[config.mk]
export PLATFORM = sky130hd
export DESIGN_NAME = fetch_seq_ctrl
export DESIGN_NICKNAME = d
export VERILOG_FILES = /design/src/rtl/fetch_seq_ctrl.sv
export SDC_FILE = /design/constraint.sdc
export NUM_CORES = 1
export LEC_CHECK = 0
export BUFFER_PORTS_ARGS = -buffer_cell sky130_fd_sc_hd__buf_2
export CORE_MARGIN = 2
export CORE_UTILIZATION = 52
export CTS_CLUSTER_SIZE = 8
export DETAILED_ROUTE_END_ITERATION = 8
export PLACE_DENSITY = 0.81
export SYNTH_ARGS = -nofsm -noshare
export SYNTH_HDL_FRONTEND = slang
export SYNTH_SLANG_ARGS = --single-unit
[constraint.sdc]
create_clock -name clk -period 3.3 [get_ports clk]
set_clock_uncertainty 0.2 [all_clocks]
set_input_delay 0.165 -clock clk [delete_from_list [all_inputs] [get_ports clk]]
set_output_delay 0.165 -clock clk [all_outputs]
set_load 0.005 [all_outputs]
[src/rtl/fetch_seq_ctrl.sv]
// Fetch sequencer: drives the PC controls and the imem request handshake, and buffers one instruction across decode stalls.
// Optional FETCH_PERF_EN adds the stall_cnt/redirect_cnt performance counters.
module fetch_seq_ctrl #(
  parameter int unsigned DATA_W     = 32,
  parameter int unsigned BOOT_DELAY = 2
) (
  input  logic              clk,
  input  logic              rst,
  input  logic              branch_taken,
  input  logic              jal_hit,
  input  logic              id_stall,
  output logic              imem_req,
  input  logic              imem_ack,
  input  logic [DATA_W-1:0] imem_rdata,
  output logic              pc_stop,
  output logic              pc_op1,
  output logic              pc_op2,
  output logic [DATA_W-1:0] if_instr,
  output logic              if_valid,
  output logic              flush_if,
`ifdef FETCH_PERF_EN
  output logic [31:0]       stall_cnt,
  output logic [31:0]       redirect_cnt,
`endif
  output logic              flush_id
);

  typedef enum logic [1:0] {IDLE, FETCH, DROP, HOLD} state_t;

  state_t              state_q, state_d;
  logic [3:0]          boot_q, boot_d;
  logic [DATA_W-1:0]   hold_q, hold_d;
  logic                live, redirect, accepted;

  always_ff @(posedge clk) begin
    if (!rst) begin
      state_q <= IDLE;
      boot_q  <= '0;
      hold_q  <= '0;
    end else begin
      state_q <= state_d;
      boot_q  <= boot_d;
      hold_q  <= hold_d;
    end
  end

  always_comb begin
    state_d  = state_q;
    boot_d   = boot_q;
    hold_d   = hold_q;
    imem_req = 1'b0;
    if_instr = '0;
    accepted = 1'b0;

    // Redirects are only honoured once fetching has started.
    live     = (state_q != IDLE);
    redirect = live & (branch_taken | jal_hit);
    pc_op1   = live & branch_taken;
    pc_op2   = live & jal_hit & ~branch_taken;
    flush_if = redirect;
    flush_id = live & branch_taken;

    case (state_q)
      IDLE: begin
        if (boot_q == 4'(BOOT_DELAY - 1)) begin
          state_d = FETCH;
          boot_d  = '0;
        end else begin
          boot_d = boot_q + 4'd1;
        end
      end
      FETCH: begin
        imem_req = 1'b1;
        if_instr = imem_rdata;
        if (imem_ack) begin
          if (!redirect) begin
            if (id_stall) begin
              hold_d  = imem_rdata;
              state_d = HOLD;
            end else begin
              accepted = 1'b1;
            end
          end
        end else if (redirect) begin
          state_d = DROP;
        end
      end
      DROP: begin
        // The outstanding request belongs to the old PC; its data is dropped.
        imem_req = 1'b1;
        if (imem_ack) state_d = FETCH;
      end
      HOLD: begin
        if_instr = hold_q;
        if (redirect) begin
          hold_d  = '0;
          state_d = FETCH;
        end else if (!id_stall) begin
          accepted = 1'b1;
          state_d  = FETCH;
        end
      end
      default: state_d = IDLE;
    endcase

    if_valid = accepted | ((state_q == HOLD) & ~redirect);
    pc_stop  = ~(redirect | accepted);
  end

`ifdef FETCH_PERF_EN
  always_ff @(posedge clk) begin
    if (!rst) begin
      stall_cnt    <= '0;
      redirect_cnt <= '0;
    end else begin
      if (live && pc_stop) stall_cnt <= stall_cnt + 32'd1;
      if (redirect) redirect_cnt <= redirect_cnt + 32'd1;
    end
  end
`endif

endmodule

==> results.sh <==
export IMPL_outcome="complete, no violations"
export IMPL_placed_area_mm2=0.002281
export IMPL_cp_required_ps=3320
export IMPL_die_w_um=65.17
export IMPL_slew_headroom_pct=24.68
export IMPL_synth_top_area_share_pct=39.10
export IMPL_dr_total_vias=1859
export IMPL_max_freq_mhz=392.5
export IMPL_finalCoreUtilization_pct=73.83
export IMPL_max_clock_path_buffers=2
export IMPL_areaGrowthSynthToFinish_pct=37.88
export IMPL_worst_skew_pair_late_latency_ps=290
export IMPL_number_of_cts_inserted_buffers=5
export IMPL_crit_type="reg -> reg"
export IMPL_syn_inst=202
export IMPL_yosys_cell_types_count=33
export IMPL_final_min_period_over_clock_period_pct=77.20
export IMPL_worst_pin_slew_ps=1130
export IMPL_design_area_mm2=0.002683
export IMPL_drt_first_pass_iters=6
export IMPL_grt_antenna_before_repair=0
export IMPL_yosysWarnings=0
export IMPL_largest_net_degree_at_the_start_of_global_routing=39
export IMPL_share_of_synthesized_flip_flops_with_an_asynchronous_set_or_reset_pct=0
export IMPL_place_congestion=0.7921
export IMPL_grt_pass1_vias=1720
export IMPL_rsz0062_at_grt="false"
export IMPL_cts_htree_levels=2
export IMPL_wl_per_cell_um=14.31
export IMPL_final_hold_violation_count=0
export IMPL_chipHeight_um=65.17
export IMPL_timing_final_crit_period_ps=2548
export IMPL_number_of_synthesized_flops_with_an_enable_pin=0
export IMPL_power_per_cell_area_mw_per_mm2=595.6
export IMPL_postSynthNetCount=244
export IMPL_coreArea_mm2=0.003633
export IMPL_detailed_route_wire_length_um=4964
export IMPL_p_leak_nw=1.172
export IMPL_nets=340
export IMPL_worstPathArrival_ps=2570
export IMPL_num_rows=22
export IMPL_syn_avg_cell_area_um2=9.632
export IMPL_hpwlAfterDp_um=2876
export IMPL_critical_path_endpoint_type="register"
export IMPL_maxCapViolCount=0
export IMPL_cts_post_setup_buffers_inserted=0
export IMPL_io_buf_count=76
export IMPL_die_area_mm2=0.004247
export IMPL_antenna_left=0
export IMPL_initial_utilization_pct=53.55
export IMPL_critical_path_max_fanout=32
export IMPL_pin_count=77
export IMPL_cts_num_sinks=38
export IMPL_dpl_worst_slack_ps=773.2
export IMPL_fill_cells=299
export IMPL_finalWorstSetupSlack_ps=752.2
export IMPL_ys_top_cells_by_area="sky130_fd_sc_hd__dfxtp_1 (39%), sky130_fd_sc_hd__a22o_1 (14%), sky130_fd_sc_hd__a22oi_1 (12%)"
export IMPL_timing_hold_worst_class="in -> reg"
export IMPL_via_per_inst=5.357
export IMPL_clock_tree_from_tritoncts="done"
export IMPL_report_final_setup_viol=0
export IMPL_setup_worst_path_start_class="register"
export IMPL_max_vdd_ir_drop_uv=358.1
export IMPL_grt_remaining_overflow=0
export IMPL_post_synth_top_area_cell="sky130_fd_sc_hd__dfxtp_1"
export IMPL_ys_ff_latch=38
export IMPL_cts_root_buffer="sky130_fd_sc_hd__clkbuf_8"
export IMPL_cts_clk_slew_worst_paths_ps=70
export IMPL_netlist_area_mm2=0.001946
export IMPL_max_slew_vio_count=0
export IMPL_antenna_cells_inserted=0
export IMPL_postSynth_topFlopCell="sky130_fd_sc_hd__dfxtp_1"
export IMPL_synth_sequential_area_ratio_pct=39.10
export IMPL_drive_gt1_share_pct=29.77
export IMPL_drc=0
export IMPL_final_setup_tns_ps=0
export IMPL_grt_first_pass_wirelength_um=7769
export IMPL_drt_initial_drc_count=115
export IMPL_global_route_usage_total_pct=23.73
-- per-layer routing --
layer  part of all wire [%]  track usage, %  routed length [um]  vias up
li1                       -               -                   -      932
met1                     44           27.27                2178      865
met2                     49           42.35                2450       56
met3                    5.1           5.822                 255        6
met4                    1.6           8.854                  80        0
met5                      0               0                   0        -
-- report_power, final --
part	internal [mW]	total [mW]	switching [mW]
registers	0.505	0.541	0.0353
clock network	0.168	0.324	0.156
logic	0.353	0.733	0.379
total	1.03	1.60	0.570
-- what timing repair did --
action | 4_1_cts | 5_1_grt
hold endpoints to repair | 31 | 0
hold buffers | 31 | 0
resized for setup | 0 | 0
-- logic make-up after synthesis --
logic type / share of synthesized area, %
buffers and inverters: 8.038
DFF: 39.10
xor gates and xnor gates: 1.801
muxes: 1.672
AOI/OAI and AO/OA: 31.06
adders and majority gates: 2.572
and+or+nand+nor: 15.76
-- cells in the mapped netlist, types with 2 or more instances --
library cell and instances:
sky130_fd_sc_hd__dfxtp_1 38, sky130_fd_sc_hd__nor2b_1 35, sky130_fd_sc_hd__a22o_1 32, sky130_fd_sc_hd__a22oi_1 32, sky130_fd_sc_hd__clkbuf_1 10, sky130_fd_sc_hd__inv_1 6, sky130_fd_sc_hd__buf_6 5, sky130_fd_sc_hd__and2_1 4
sky130_fd_sc_hd__ha_1 4, sky130_fd_sc_hd__nor2_1 4, sky130_fd_sc_hd__buf_2 3, sky130_fd_sc_hd__xnor2_1 3, sky130_fd_sc_hd__a21oi_1 2, sky130_fd_sc_hd__a31oi_1 2, sky130_fd_sc_hd__buf_4 2, sky130_fd_sc_hd__nand2_1 2
sky130_fd_sc_hd__o21ai_0 2
-- worst max-delay path, stage by stage, from the launching register on --
cell                       delay (ps)
sky130_fd_sc_hd__dfxtp_1          350
sky130_fd_sc_hd__inv_1            110
sky130_fd_sc_hd__ha_1             310
sky130_fd_sc_hd__o21bai_4         190
sky130_fd_sc_hd__and2_1           900
sky130_fd_sc_hd__a22oi_1          230
sky130_fd_sc_hd__nor2b_1          180
-- sequential cells by signal, summed over array words and instances, names as in the netlist --
signal / flops
hold_q: 32
state_q: 2
boot_q: 4
-- path summary, 6_finish.rpt --
check             slack, ps         end  depth (start not counted)           start
setup / recovery        750   hold_q[5]                          6      state_q[0]
hold / removal            8  hold_q[30]                          3  imem_rdata[30]
hold reg to reg         330  hold_q[11]                          2      hold_q[11]
setup reg to reg        750   hold_q[5]                          6      state_q[0]
-- through the flow --
step / std cells / hold slack (ps) / total power [mW]
finish: 347 / 7.857 / 1.598
global route: 347 / 34.85 / 1.708
CTS: 347 / 3.554 / 1.603
detailed placement: 308 / 263.3 / 1.247
global placement: 308 / 247.2 / 1.233
floorplan: 202 / 148.2 / 1.040
-- cell usage in the layout (no fill, tap or decap), drive strengths merged --
cell / count
dfxtp: 38
o2bb2ai: 1
clkinv: 1
o22ai: 1
nand2: 2
inv: 7
a31oi: 2
clkbuf: 7
and4b: 1
o311a: 1
nor2b: 35
a21oi: 2
a22o: 32
mux2i: 2
xnor2: 3
and3: 1
xor2: 1
o21bai: 1
dlygate4sd3: 31
nor2: 4
nand3: 1
nand4: 1
nor3: 1
ha: 4
a22oi: 32
nor3b: 1
and2: 4
o21ai: 2
buf: 79
o31ai: 1
-- layout make-up --
cell class | count | area (um2) | share of cell area, %
Sequential cell | 38 | 760.7 | 28.36
Multi-Input combinational cell | 136 | 1028 | 38.34
Inverter | 7 | 28.78 | 1.073
Timing Repair Buffer | 110 | 713.2 | 26.59
Clock inverter | 1 | 5.005 | 0.1866
Tap cell | 48 | 60.06 | 2.239
Clock buffer | 7 | 86.33 | 3.218
Power figures use the tool's default switching activity.
